## config.mk

```make
export PLATFORM = sky130hd
export DESIGN_NAME = cp0_unit
export DESIGN_NICKNAME = d
export VERILOG_FILES = /design/src/rtl/cp0_pkg.sv /design/src/rtl/cp0_timer.sv /design/src/rtl/cp0_unit.sv
export SDC_FILE = /design/constraint.sdc
export NUM_CORES = 1
export LEC_CHECK = 0
export ABC_AREA = 1
export ABC_CLOCK_PERIOD_IN_PS = 4840
export BUFFER_PORTS_ARGS = -buffer_cell sky130_fd_sc_hd__buf_2
export CAP_MARGIN = 25
export CORE_MARGIN = 1.5
export CORE_UTILIZATION = 49
export CTS_CLUSTER_DIAMETER = 80
export DETAILED_ROUTE_END_ITERATION = 16
export GPL_TIMING_DRIVEN = 0
export PLACE_DENSITY = 0.8
export REMOVE_ABC_BUFFERS = 1
export SLEW_MARGIN = 20
export SYNTH_ARGS = -nofsm -noshare
export SYNTH_HDL_FRONTEND = slang
export SYNTH_SLANG_ARGS = --single-unit
```

## constraint.sdc

```tcl
create_clock -name clk -period 4.84 [get_ports clk]
set_input_delay 0.242 -clock clk [delete_from_list [all_inputs] [get_ports clk]]
set_output_delay 0.242 -clock clk [all_outputs]
set_load 0.01 [all_outputs]
```

## src/rtl/cp0_pkg.sv

```systemverilog
// Shared CP0 definitions: register addresses as {rd,sel}, exception codes,
// Status/Cause bit positions and redirect FSM encoding.
package cp0_pkg;

    localparam logic [7:0] CP0_BADVADDR = 8'h40;
    localparam logic [7:0] CP0_COUNT    = 8'h48;
    localparam logic [7:0] CP0_COMPARE  = 8'h58;
    localparam logic [7:0] CP0_STATUS   = 8'h60;
    localparam logic [7:0] CP0_CAUSE    = 8'h68;
    localparam logic [7:0] CP0_EPC      = 8'h70;

    localparam logic [4:0] EXC_INT  = 5'd0;
    localparam logic [4:0] EXC_ADEL = 5'd4;
    localparam logic [4:0] EXC_ADES = 5'd5;
    localparam logic [4:0] EXC_SYS  = 5'd8;
    localparam logic [4:0] EXC_BP   = 5'd9;
    localparam logic [4:0] EXC_RI   = 5'd10;
    localparam logic [4:0] EXC_OV   = 5'd12;

    localparam int ST_IE     = 0;
    localparam int ST_EXL    = 1;
    localparam int ST_IM_LO  = 8;
    localparam int ST_BEV    = 22;
    localparam int CA_EXC_LO = 2;
    localparam int CA_IP_LO  = 8;
    localparam int CA_TI     = 30;
    localparam int CA_BD     = 31;

    typedef enum logic {
        RD_IDLE = 1'b0,
        RD_HOLD = 1'b1
    } rd_state_t;

    function automatic logic is_addr_exc(input logic [4:0] code);
        return (code == EXC_ADEL) || (code == EXC_ADES);
    endfunction

endpackage

```

## src/rtl/cp0_timer.sv

```systemverilog
// Count/Compare timer with a COUNT_DIV prescaler; TI latches when Count steps onto Compare.
// Only built when CP0_TIMER_EN is defined.
`ifdef CP0_TIMER_EN
module cp0_timer #(
    parameter int COUNT_DIV = 2
) (
    input  logic        clk,
    input  logic        reset,
    input  logic        count_we,
    input  logic        compare_we,
    input  logic [31:0] wdata,
    output logic [31:0] count,
    output logic [31:0] compare,
    output logic        ti
);
    localparam int PW = (COUNT_DIV > 1) ? $clog2(COUNT_DIV) : 1;

    logic [PW-1:0] presc_q, presc_d;
    logic [31:0]   count_q, count_d;
    logic [31:0]   compare_q, compare_d;
    logic          ti_q, ti_d;
    logic          tick;

    always_comb begin
        tick      = (presc_q == PW'(COUNT_DIV - 1));
        presc_d   = tick ? '0 : presc_q + PW'(1);
        count_d   = tick ? count_q + 32'd1 : count_q;
        compare_d = compare_q;
        ti_d      = ti_q;
        if (tick && !count_we && (count_q + 32'd1 == compare_q)) begin
            ti_d = 1'b1;
        end
        // A software Count load restarts the prescaler phase
        if (count_we) begin
            count_d = wdata;
            presc_d = '0;
        end
        if (compare_we) begin
            compare_d = wdata;
            ti_d      = 1'b0;
        end
    end

    always_ff @(posedge clk or posedge reset) begin
        if (reset) begin
            presc_q   <= '0;
            count_q   <= '0;
            compare_q <= '0;
            ti_q      <= 1'b0;
        end else begin
            presc_q   <= presc_d;
            count_q   <= count_d;
            compare_q <= compare_d;
            ti_q      <= ti_d;
        end
    end

    assign count   = count_q;
    assign compare = compare_q;
    assign ti      = ti_q;

endmodule
`endif

```

## src/rtl/cp0_unit.sv

```systemverilog
// CP0 beside write-back: exception/interrupt/ERET commit, interrupt sync, redirect hold until fetch ack.
// Timer (Count/Compare/TI) present only when CP0_TIMER_EN is defined.
module cp0_unit
    import cp0_pkg::*;
#(
    parameter int          NUM_HW_INT  = 6,
    parameter int          COUNT_DIV   = 2,
    parameter logic [31:0] EXC_VECTOR  = 32'hbfc00380,
    parameter int          SYNC_STAGES = 2
) (
    input  logic                  clk,
    input  logic                  reset,
    input  logic                  wb_valid,
    input  logic [31:0]           wb_pc,
    input  logic                  wb_bd,
    input  logic                  wb_exc,
    input  logic [4:0]            wb_exc_code,
    input  logic [31:0]           wb_badvaddr,
    input  logic                  wb_eret,
    input  logic                  wb_mtc0,
    input  logic [7:0]            cp0_addr,
    input  logic [31:0]           cp0_wdata,
    output logic [31:0]           cp0_rdata,
    input  logic [NUM_HW_INT-1:0] ext_int,
    output logic                  int_take,
    output logic                  flush,
    output logic                  redirect_valid,
    output logic [31:0]           redirect_pc,
    input  logic                  redirect_ack,
    output logic [31:0]           status_o,
    output logic [31:0]           cause_o,
    output logic [31:0]           epc_o
);
    logic [NUM_HW_INT-1:0] sync_q [SYNC_STAGES];
    logic [NUM_HW_INT-1:0] sync_d [SYNC_STAGES];

    logic [7:0]  im_q, im_d;
    logic        exl_q, exl_d, ie_q, ie_d;
    logic [1:0]  ip_sw_q, ip_sw_d;
    logic        bd_q, bd_d;
    logic [4:0]  exc_code_q, exc_code_d;
    logic [31:0] epc_q, epc_d;
    logic [31:0] badvaddr_q, badvaddr_d;
    rd_state_t   state_q, state_d;
    logic [31:0] rpc_q, rpc_d;

    logic [5:0]  ip_hw;
    logic [7:0]  ip;
    logic        ti;
    logic [31:0] count_val, compare_val;
    logic        pend, fire, evt, exc_evt, eret_evt, mtc0_evt;
    logic [31:0] status_val, cause_val;

    always_comb begin
        sync_d[0] = ext_int;
        for (int i = 1; i < SYNC_STAGES; i++) begin
            sync_d[i] = sync_q[i-1];
        end
        ip_hw = '0;
        ip_hw[NUM_HW_INT-1:0] = sync_q[SYNC_STAGES-1];
    end

    assign ip   = {ip_hw[5] | ti, ip_hw[4:0], ip_sw_q};
    assign pend = ie_q & ~exl_q & (|(im_q & ip));

    // While holding a redirect the WB slot is dead, so nothing may commit
    assign fire     = wb_valid & (state_q == RD_IDLE) & ~reset;
    assign int_take = fire & pend;
    assign exc_evt  = fire & wb_exc & ~pend;
    assign eret_evt = fire & wb_eret & ~pend & ~wb_exc;
    assign mtc0_evt = fire & wb_mtc0 & ~pend & ~wb_exc & ~wb_eret;
    assign evt      = int_take | exc_evt;

    assign flush          = evt | eret_evt;
    assign redirect_valid = flush | (state_q == RD_HOLD);
    assign redirect_pc    = (state_q == RD_HOLD) ? rpc_q :
                            eret_evt           ? epc_q :
                            evt                ? EXC_VECTOR : 32'd0;

`ifdef CP0_TIMER_EN
    cp0_timer #(
        .COUNT_DIV (COUNT_DIV)
    ) u_timer (
        .clk        (clk),
        .reset      (reset),
        .count_we   (mtc0_evt && (cp0_addr == CP0_COUNT)),
        .compare_we (mtc0_evt && (cp0_addr == CP0_COMPARE)),
        .wdata      (cp0_wdata),
        .count      (count_val),
        .compare    (compare_val),
        .ti         (ti)
    );
`else
    assign count_val   = 32'd0;
    assign compare_val = 32'd0;
    assign ti          = 1'b0;
`endif

    always_comb begin
        status_val                   = '0;
        status_val[ST_BEV]           = 1'b1;
        status_val[ST_IM_LO +: 8]    = im_q;
        status_val[ST_EXL]           = exl_q;
        status_val[ST_IE]            = ie_q;
        cause_val                    = '0;
        cause_val[CA_BD]             = bd_q;
        cause_val[CA_TI]             = ti;
        cause_val[CA_IP_LO +: 8]     = ip;
        cause_val[CA_EXC_LO +: 5]    = exc_code_q;
    end

    always_comb begin
        im_d       = im_q;
        exl_d      = exl_q;
        ie_d       = ie_q;
        ip_sw_d    = ip_sw_q;
        bd_d       = bd_q;
        exc_code_d = exc_code_q;
        epc_d      = epc_q;
        badvaddr_d = badvaddr_q;
        if (evt) begin
            exc_code_d = int_take ? EXC_INT : wb_exc_code;
            // Nested events keep the original return point
            if (!exl_q) begin
                epc_d = wb_bd ? wb_pc - 32'd4 : wb_pc;
                bd_d  = wb_bd;
            end
            exl_d = 1'b1;
            if (exc_evt && is_addr_exc(wb_exc_code)) begin
                badvaddr_d = wb_badvaddr;
            end
        end else if (eret_evt) begin
            exl_d = 1'b0;
        end else if (mtc0_evt) begin
            case (cp0_addr)
                CP0_STATUS: begin
                    im_d  = cp0_wdata[ST_IM_LO +: 8];
                    exl_d = cp0_wdata[ST_EXL];
                    ie_d  = cp0_wdata[ST_IE];
                end
                CP0_CAUSE: ip_sw_d = cp0_wdata[CA_IP_LO +: 2];
                CP0_EPC:   epc_d   = cp0_wdata;
                default: ;
            endcase
        end
    end

    always_comb begin
        state_d = state_q;
        rpc_d   = rpc_q;
        if (state_q == RD_HOLD) begin
            if (redirect_ack) state_d = RD_IDLE;
        end else if (flush && !redirect_ack) begin
            state_d = RD_HOLD;
            rpc_d   = redirect_pc;
        end
    end

    always_ff @(posedge clk or posedge reset) begin
        if (reset) begin
            for (int i = 0; i < SYNC_STAGES; i++) sync_q[i] <= '0;
            im_q       <= '0;
            exl_q      <= 1'b0;
            ie_q       <= 1'b0;
            ip_sw_q    <= '0;
            bd_q       <= 1'b0;
            exc_code_q <= '0;
            epc_q      <= '0;
            badvaddr_q <= '0;
        end else begin
            for (int i = 0; i < SYNC_STAGES; i++) sync_q[i] <= sync_d[i];
            im_q       <= im_d;
            exl_q      <= exl_d;
            ie_q       <= ie_d;
            ip_sw_q    <= ip_sw_d;
            bd_q       <= bd_d;
            exc_code_q <= exc_code_d;
            epc_q      <= epc_d;
            badvaddr_q <= badvaddr_d;
        end
    end

    always_ff @(posedge clk or posedge reset) begin
        if (reset) begin
            state_q <= RD_IDLE;
            rpc_q   <= '0;
        end else begin
            state_q <= state_d;
            rpc_q   <= rpc_d;
        end
    end

    always_comb begin
        case (cp0_addr)
            CP0_BADVADDR: cp0_rdata = badvaddr_q;
            CP0_COUNT:    cp0_rdata = count_val;
            CP0_COMPARE:  cp0_rdata = compare_val;
            CP0_STATUS:   cp0_rdata = status_val;
            CP0_CAUSE:    cp0_rdata = cause_val;
            CP0_EPC:      cp0_rdata = epc_q;
            default:      cp0_rdata = 32'd0;
        endcase
    end

    assign status_o = status_val;
    assign cause_o  = cause_val;
    assign epc_o    = epc_q;

endmodule

```

==> metrics.md, run 1 <==
| Metric | Value |
|---|---|
| Result of the run | finished, final reports clean |
| Placeable core region | 15,100 sq um |
| VDD IR-drop max | 224 uV |
| Final WL | 22,800 microns |
| Layout Area Growth over Synthesis | 23.8% |
| Design area | 9340 sq um |
| First-pass GRT wire length | 35,500 microns |
| Post-CTS repair timing setup buffer count | 0 |
| Power share of the combinational group | 27.5% |
| Arrival time at the worst endpoint | 4.28 ns |
| Number of nets with antenna violations after detailed routing | 0 |
| NetSw | 0.00132 W |
| Cells along the critical path | dlygate4sd3_1 > buf_2 > inv_8 > buf_16 > nand3_4 > clkinv_2 > nand3_2 > nand2_2 > nor2_4 > nor2_4 > inv_2 > nand2_1 > nand2_1 |
| Master of the slowest instance on the critical path | sky130_fd_sc_hd__nor2_4 |
| Final global-route overflow total | 0 |
| Starting density of the core | 49.8% |
| Portion of synthesized cell area occupied by the leading cell type | 42.1% |
| Highest Clock Rate | 0.251 GHz |
| Clock Power Share | 31.4% |
| Final weighted congestion of routability-driven global placement | 0.933 |
| Die extent in x | 127 microns |
| Cell type with the highest aggregate area in the netlist | sky130_fd_sc_hd__dfrtp_1 |
| Ranking of synthesized cells by instance count | sky130_fd_sc_hd__nand2_1 (425), sky130_fd_sc_hd__dfrtp_1 (127), sky130_fd_sc_hd__inv_1 (125), sky130_fd_sc_hd__o21ai_0 (63), sky130_fd_sc_hd__nor2_1 (59) |
| Detailed route wirelength on metal2 | 11,100 microns |
| Number of violations reported at the end of detailed-routing iteration 0 | 667 |
| Post-Route Skew | 0.00835 ns |
| Worst min path class | in -> reg |
| Count of antenna diodes in the layout | 0 |
| Internal power | 0.00240 W |
| Most instantiated library cell after synthesis | sky130_fd_sc_hd__nand2_1 |
| Unrepaired setup endpoints after global routing | no |
| Power per cell area | 399 nW/um^2 |
| Avg Synthesized Cell Area | 7.16 sq um |
| Row count | 45 |
| Vias | 7,566 |
| Post-synth ARST share | 100% |
| Number of gates resized after CTS | 0 |
| Tot GR Track Use | 28.5% |
| Cell area reported after detailed placement | 8730 sq um |
| Largest net degree at the start of global routing | 72 |
| Post-route fraction of the period consumed by the critical path | 82.3% |
| Maximum clock insertion buffer count | 2 |
| Actual slew at the worst max-slew pin | 0.934 ns |
| Top cells by area, synth | sky130_fd_sc_hd__dfrtp_1 (42%), sky130_fd_sc_hd__nand2_1 (21%), sky130_fd_sc_hd__inv_1 (6.2%) |
| Filler instances | 1,377 |
| Max transition margin | 37.6% |
| Highest routed layer | met4 |
| Vias per Instance | 5.08 |
| Number of synthesized register bits | 127 |
| Kind of critical path | in -> reg |
| Net Sw Frac | 35.5% |
| Largest fanout of any net on the critical path | 71 |
| 1st-pass router iterations | 6 |
| Primary flip-flop cell chosen by synthesis mapping | sky130_fd_sc_hd__dfrtp_1 |
| Setup crit start kind | input port |
| Element type at the critical path end | flip-flop |
| Number of top-level pins | 286 |
| Length of routed met3 wiring | 1490 microns |
| Total number of clock tree sinks | 127 |
| HPWL after detailed placement | 16,700 microns |
| Data required, critical path | 5.14 ns |
| Leakage Power | 5.23 nW |
| Detailed-routing wirelength on met1 | 9790 microns |
| Fraction of layout instances using a drive strength above 1 | 26.1% |
| Yosys warning count | 0 |
| Number of distinct library cells after synthesis | 39 |
| CTS Hold Buffers Added | 7 |
| Time the final worst path needs with I/O delays and setup | 3.98 ns |
| Die span in y | 127 microns |
| Clock H-tree levels | 4 |
| Initial antenna violation count | 0 |
| Reported max-cap violation count | 0 |
| Register share of total power | 41.1% |
| Routed len/inst | 15.3 microns |
| Syn Std Cell Area | 7540 sq um |
| DIE AREA | 16,200 sq um |
| Clock root buffer | sky130_fd_sc_hd__clkbuf_16 |
| Via count of the first global-routing pass | 6,947 |
| CTS tree | built |
| Worst hold-check slack | 0.0202 ns |
| Detailed-route DRC error count | 0 |
| Final Hold Viols | 0 |
| Total CTS buffers | 17 |
| Number of enable-type register cells in the synthesized netlist | 0 |
| Cells after Synth | 1,054 |
| Number of buffers inserted by port buffering | 245 |
| CTS clock-pin slew for the worst setup and hold paths | 0.06 ns |
| Sequential element share of the synthesized area | 42.1% |
| Nets@finish | 1,412 |
| Slowest cell delay on critical path | 0.75 ns |
| Number of max-slew violations in the final report | 0 |
| Count of final setup violators | 0 |
| Source-to-sink clock delay at the later pin of the worst-skew pair | 0.42 ns |
[cells in the final DEF, fill, tap and decap left out, types with 2 or more instances in the layout]
master	instances
sky130_fd_sc_hd__clkbuf_1	3
sky130_fd_sc_hd__nand4_1	4
sky130_fd_sc_hd__o221ai_1	7
sky130_fd_sc_hd__nor3_2	2
sky130_fd_sc_hd__inv_4	3
sky130_fd_sc_hd__o21ai_0	63
sky130_fd_sc_hd__clkbuf_16	17
sky130_fd_sc_hd__buf_16	3
sky130_fd_sc_hd__nand3_1	48
sky130_fd_sc_hd__clkinv_2	6
sky130_fd_sc_hd__nand2_1	424
sky130_fd_sc_hd__or2_2	3
sky130_fd_sc_hd__nor3_1	3
sky130_fd_sc_hd__o21ai_1	4
sky130_fd_sc_hd__nor2_1	59
sky130_fd_sc_hd__o22ai_1	15
sky130_fd_sc_hd__xor2_1	9
sky130_fd_sc_hd__nor2_2	2
sky130_fd_sc_hd__dlygate4sd3_1	7
sky130_fd_sc_hd__nor2_4	2
sky130_fd_sc_hd__buf_8	3
sky130_fd_sc_hd__dfrtp_1	126
sky130_fd_sc_hd__inv_2	2
sky130_fd_sc_hd__nand2_4	2
sky130_fd_sc_hd__buf_4	2
sky130_fd_sc_hd__conb_1	40
sky130_fd_sc_hd__o2111ai_1	6
sky130_fd_sc_hd__inv_1	124
sky130_fd_sc_hd__clkbuf_8	3
sky130_fd_sc_hd__o21ai_2	28
sky130_fd_sc_hd__clkinvlp_4	3
sky130_fd_sc_hd__a21oi_1	3
sky130_fd_sc_hd__nand2_2	5
sky130_fd_sc_hd__buf_2	245
sky130_fd_sc_hd__o211ai_1	11
sky130_fd_sc_hd__nand3b_1	2
[cell type report]
type                    count  area (sq um)  area share [%]
inverters                 132           513            5.49
clock inverters             9          60.1           0.643
clock buffers              23           478            5.12
multi-input cells         749          3430            36.7
well taps                 188           235            2.52
repair buffers            261          1450            15.5
flip-flops and latches    127          3180            34.0
[metrics by stage]
step	TNS [ns]	std cells	worst slack, ns	util, %	power, W
global placement	-326.40	1441	-2.75	56.6	0.00252
CTS	0	1488	0.835	61.6	0.00374
global route	0	1489	0.563	61.7	0.00395
detailed placement	0	1449	0.963	57.6	0.00256
floorplan	-21.17	1008	-0.478	-	0.00210
finish	0	1489	0.859	61.7	0.00373
[flip-flops by register name (all words and copies together), names as in the netlist]
register    cells
state_q         1
epc_o          32
sync_d          6
ip_sw_q         2
exc_code_q      5
ip_hw           6
ie_q            1
bd_q            1
badvaddr_q     32
im_q            8
exl_q           1
rpc_q          32
[worst max-delay path: cells and delay by family]
kind                   cells  cell delay (ns)
AND/OR/NAND/NOR            7             2.03
buffers and inverters      6             1.97
[logic make-up after synthesis]
family	after synthesis	synth area share [%]
flip-flops	127	42.1
other	2	0.0995
buffers and inverters	216	14.4
AO/OA/AOI/OAI	138	11.8
adder cells (fa/ha/maj)	1	0.166
XOR/XNOR	9	1.04
AND/OR/NAND/NOR	561	30.3
[power groups by stage]
| stage | clock [W] | sequential (W) | combinational, W |
|---|---|---|---|
| final | 0.00117 | 0.00153 | 0.00103 |
| after global routing | 0.00125 | 0.00156 | 0.00114 |
| after CTS | 0.00119 | 0.00153 | 0.00103 |
| after detailed placement | 0 | 0.00154 | 0.00102 |
| after global placement | 0 | 0.00153 | 0.000984 |
| after floorplan | 0 | 0.00156 | 0.000540 |
[layer usage]
metal	track usage, %	vias to the layer above
li1	-	3686
met1	37.2	3517
met2	48.2	331
met3	4.73	32
met4	9.83	0
met5	0	-
[final timing paths]
check	slack, ns	depth (start not counted)	end	start
max	0.86	13	rpc_q[5]	reset
min	0.02	3	badvaddr_q[27]	wb_badvaddr[27]
max reg2reg	1.21	10	rpc_q[5]	state_q
min reg2reg	0.35	0	ip_hw[2]	sync_d[2]
max in group asynchronous	3.73	4	ip_sw_q[1]	reset
min in group asynchronous	0.40	3	exc_code_q[0]	reset
No activity file was read; power rests on OpenSTA's default activity.
==> run 2, diff against run 1 <==
--- a/config.mk
+++ b/config.mk
@@ -6,7 +6,7 @@
 export NUM_CORES = 1
 export LEC_CHECK = 0
 export ABC_AREA = 1
-export ABC_CLOCK_PERIOD_IN_PS = 4840
+export ABC_CLOCK_PERIOD_IN_PS = 3700
 export BUFFER_PORTS_ARGS = -buffer_cell sky130_fd_sc_hd__buf_2
 export CAP_MARGIN = 25
 export CORE_MARGIN = 1.5
==> constraint.sdc (replaced) <==
create_clock -name clk -period 3.7 [get_ports clk]
set_input_delay 0.185 -clock clk [delete_from_list [all_inputs] [get_ports clk]]
set_output_delay 0.185 -clock clk [all_outputs]
set_load 0.01 [all_outputs]
==> run 2 against run 1 <==
  * Via count rose by 3.2%
  * Combinational power rose by 35%
  * Register-to-register slack got worse by 0.91 ns
  * Final area rose by 4.5%
  * Sequential cell count unchanged
  * Largest cell class unchanged
  * Non-clock buffer count rose by 39
==> metrics.md, run 2 (synthesis gave the netlist of run 1 again) <==
| Metric | Value |
|---|---|
| Kind of critical path | reg -> out |
| Number of nets with antenna violations after detailed routing | 0 |
| First-pass GRT wire length | 36,600 microns |
| Clock Power Share | 31.1% |
| Highest Clock Rate | 0.286 GHz |
| Leakage Power | 5.40 nW |
| Worst hold-check slack | 0.0114 ns |
| Arrival time at the worst endpoint | 3.32 ns |
| Result of the run | finished, final reports clean |
| Final Hold Viols | 0 |
| Vias per Instance | 5.10 |
| Starting density of the core | 49.8% |
| Data required, critical path | 3.51 ns |
| Cells along the critical path | inv_4 > nand3_4 > clkinv_2 > nand2_2 > nand2_2 > inv_4 > o211ai_1 > buf_2 |
| Net Sw Frac | 35.6% |
| Clock H-tree levels | 4 |
| Placeable core region | 15,100 sq um |
| Die extent in x | 127 microns |
| Critical path origin | state_q |
| Fraction of layout instances using a drive strength above 1 | 25.4% |
| Total negative slack | 0 ns |
| Master of the slowest instance on the critical path | sky130_fd_sc_hd__dfrtp_2 |
| Number of violations reported at the end of detailed-routing iteration 0 | 716 |
| Actual slew at the worst max-slew pin | 1.06 ns |
| Detailed-route DRC error count | 0 |
| Share of the core filled with cells in the final layout | 64.4% |
| Startpoint of the worst-slack reg-to-reg timing path | state_q |
| Slowest cell delay on critical path | 0.88 ns |
| Total CTS buffers | 17 |
| CTS clock-pin slew for the worst setup and hold paths | 0.06 ns |
| Time the final worst path needs with I/O delays and setup | 3.50 ns |
| Total number of clock tree sinks | 127 |
| Initial antenna violation count | 1 |
| Length of routed met3 wiring | 1590 microns |
| Count of final setup violators | 0 |
| CP delay by family, top | buffers and inverters |
| Final WL | 24,100 microns |
| Clock root buffer | sky130_fd_sc_hd__clkbuf_16 |
| Number of max-slew violations in the final report | 0 |
| Layout Area Growth over Synthesis | 29.4% |
| CTS tree | built |
| Number of gates resized after CTS | 0 |
| HPWL after detailed placement | 16,700 microns |
| Tot GR Track Use | 29.4% |
| Vias | 7,806 |
| DIE AREA | 16,200 sq um |
| Commonest cells after routing, fill and taps aside | sky130_fd_sc_hd__nand2_1 (424), sky130_fd_sc_hd__buf_2 (245), sky130_fd_sc_hd__dfrtp_1 (126) |
| Detailed route wirelength on metal2 | 11,700 microns |
| Commonest non-fill, non-tap cell in the layout | sky130_fd_sc_hd__nand2_1 |
| Worst min path class | in -> reg |
| Highest routed layer | met4 |
| Reported max-cap violation count | 0 |
| Hold wc startpoint | wb_exc_code[0] |
| Final global-route overflow total | 0 |
| 1st-pass router iterations | 5 |
| Post-Route Skew | 0.00981 ns |
| Routed len/inst | 15.8 microns |
| NetSw | 0.00176 W |
| Setup crit start kind | flip-flop |
| Number of top-level pins | 286 |
| Non-filler cells in the finished layout | 1,530 |
| Die span in y | 127 microns |
| Nets@finish | 1,452 |
| Final weighted congestion of routability-driven global placement | 0.933 |
| Unrepaired setup endpoints after global routing | no |
| Maximum clock insertion buffer count | 2 |
| Setup slack of the most critical reg-to-reg path | 0.30 ns |
| Element type at the critical path end | primary output |
| Source-to-sink clock delay at the later pin of the worst-skew pair | 0.42 ns |
| Number of buffers inserted by port buffering | 245 |
| Filler instances | 1,294 |
| Row count | 45 |
| Power per cell area | 505 nW/um^2 |
| Largest fanout of any net on the critical path | 46 |
| Placed cells | 1,449 |
| Power share of the combinational group | 28.2% |
| Internal power | 0.00317 W |
| Via count of the first global-routing pass | 7,295 |
| Register share of total power | 40.7% |
| Largest net degree at the start of global routing | 72 |
| Max transition margin | 29.4% |
| Detailed-routing wirelength on met1 | 10,200 microns |
| VDD IR-drop max | 289 uV |
| Buffers and inverters on the worst path | 4 |
| Post-route fraction of the period consumed by the critical path | 94.6% |
## run 2: cell types whose count changed in the layout (fill, tap and decap cells not counted), sizes merged
| cell | change |
|---|---|
| dlygate4sd3 | +38 |
| diode | +1 |
| nor2 | +1 |
| buf | +1 |
## run 2: path summary, 6_finish.rpt
kind / endpoint / cells after the start
setup / recovery: redirect_pc[8] / 8
hold / removal: exc_code_q[0] / 3
setup reg to reg: rpc_q[5] / 10
hold reg to reg: ip_hw[5] / 0
max in group asynchronous: epc_o[26] / 4
min in group asynchronous: exc_code_q[0] / 4
## run 2: power by group through the flow
| stage | sequential [W] | clock, W | combinational [W] |
|---|---|---|---|
| floorplan | 0.00204 | 0 | 0.000706 |
| global placement | 0.00201 | 0 | 0.00129 |
| detailed placement | 0.00202 | 0 | 0.00133 |
| CTS | 0.00200 | 0.00155 | 0.00138 |
| global route | 0.00204 | 0.00163 | 0.00154 |
| finish | 0.00201 | 0.00153 | 0.00139 |
## run 2: through the flow
stage | area (sq um) | total power (W) | worst slack, ns
final | 9760 | 0.00493 | 0.199
after global routing | 9760 | 0.00521 | 0.0385
after CTS | 9740 | 0.00493 | 0.0735
after detailed placement | 8730 | 0.00335 | -0.120
after global placement | 8570 | 0.00329 | -3.83
after floorplan | 7100 | 0.00275 | -1.56
## run 2: tightest hold or removal path, stage by stage
cell                      delay, ns
sky130_fd_sc_hd__buf_2         0.07
sky130_fd_sc_hd__nand3_1       0.07
sky130_fd_sc_hd__nand2_1       0.07
## run 2: cell type report
| type | instances | area [sq um] | area share, % |
|---|---|---|---|
| clock buffer | 23 | 478 | 4.90 |
| clock inverter | 9 | 60.1 | 0.615 |
| tap | 188 | 235 | 2.41 |
| multi-input combinational | 750 | 3430 | 35.2 |
| sequential | 127 | 3180 | 32.6 |
| inverter | 132 | 513 | 5.26 |
| timing repair buffer | 300 | 1860 | 19.0 |
| antenna | 1 | 2.50 | 0.0256 |
## run 2: repair_timing
| item | CTS | global route |
|---|---|---|
| hold buffers | 46 | 0 |
| setup buffers | 0 | 0 |
| endpoints found under the setup margin | 0 | 32 |
| endpoints found under the hold margin | 101 | 0 |
## run 2: per-layer routing
layer / vias up / track usage, %
li1: 3768 / -
met1: 3636 / 37.2
met2: 350 / 49.5
met3: 52 / 5.32
met4: 0 / 12.8
met5: - / 0
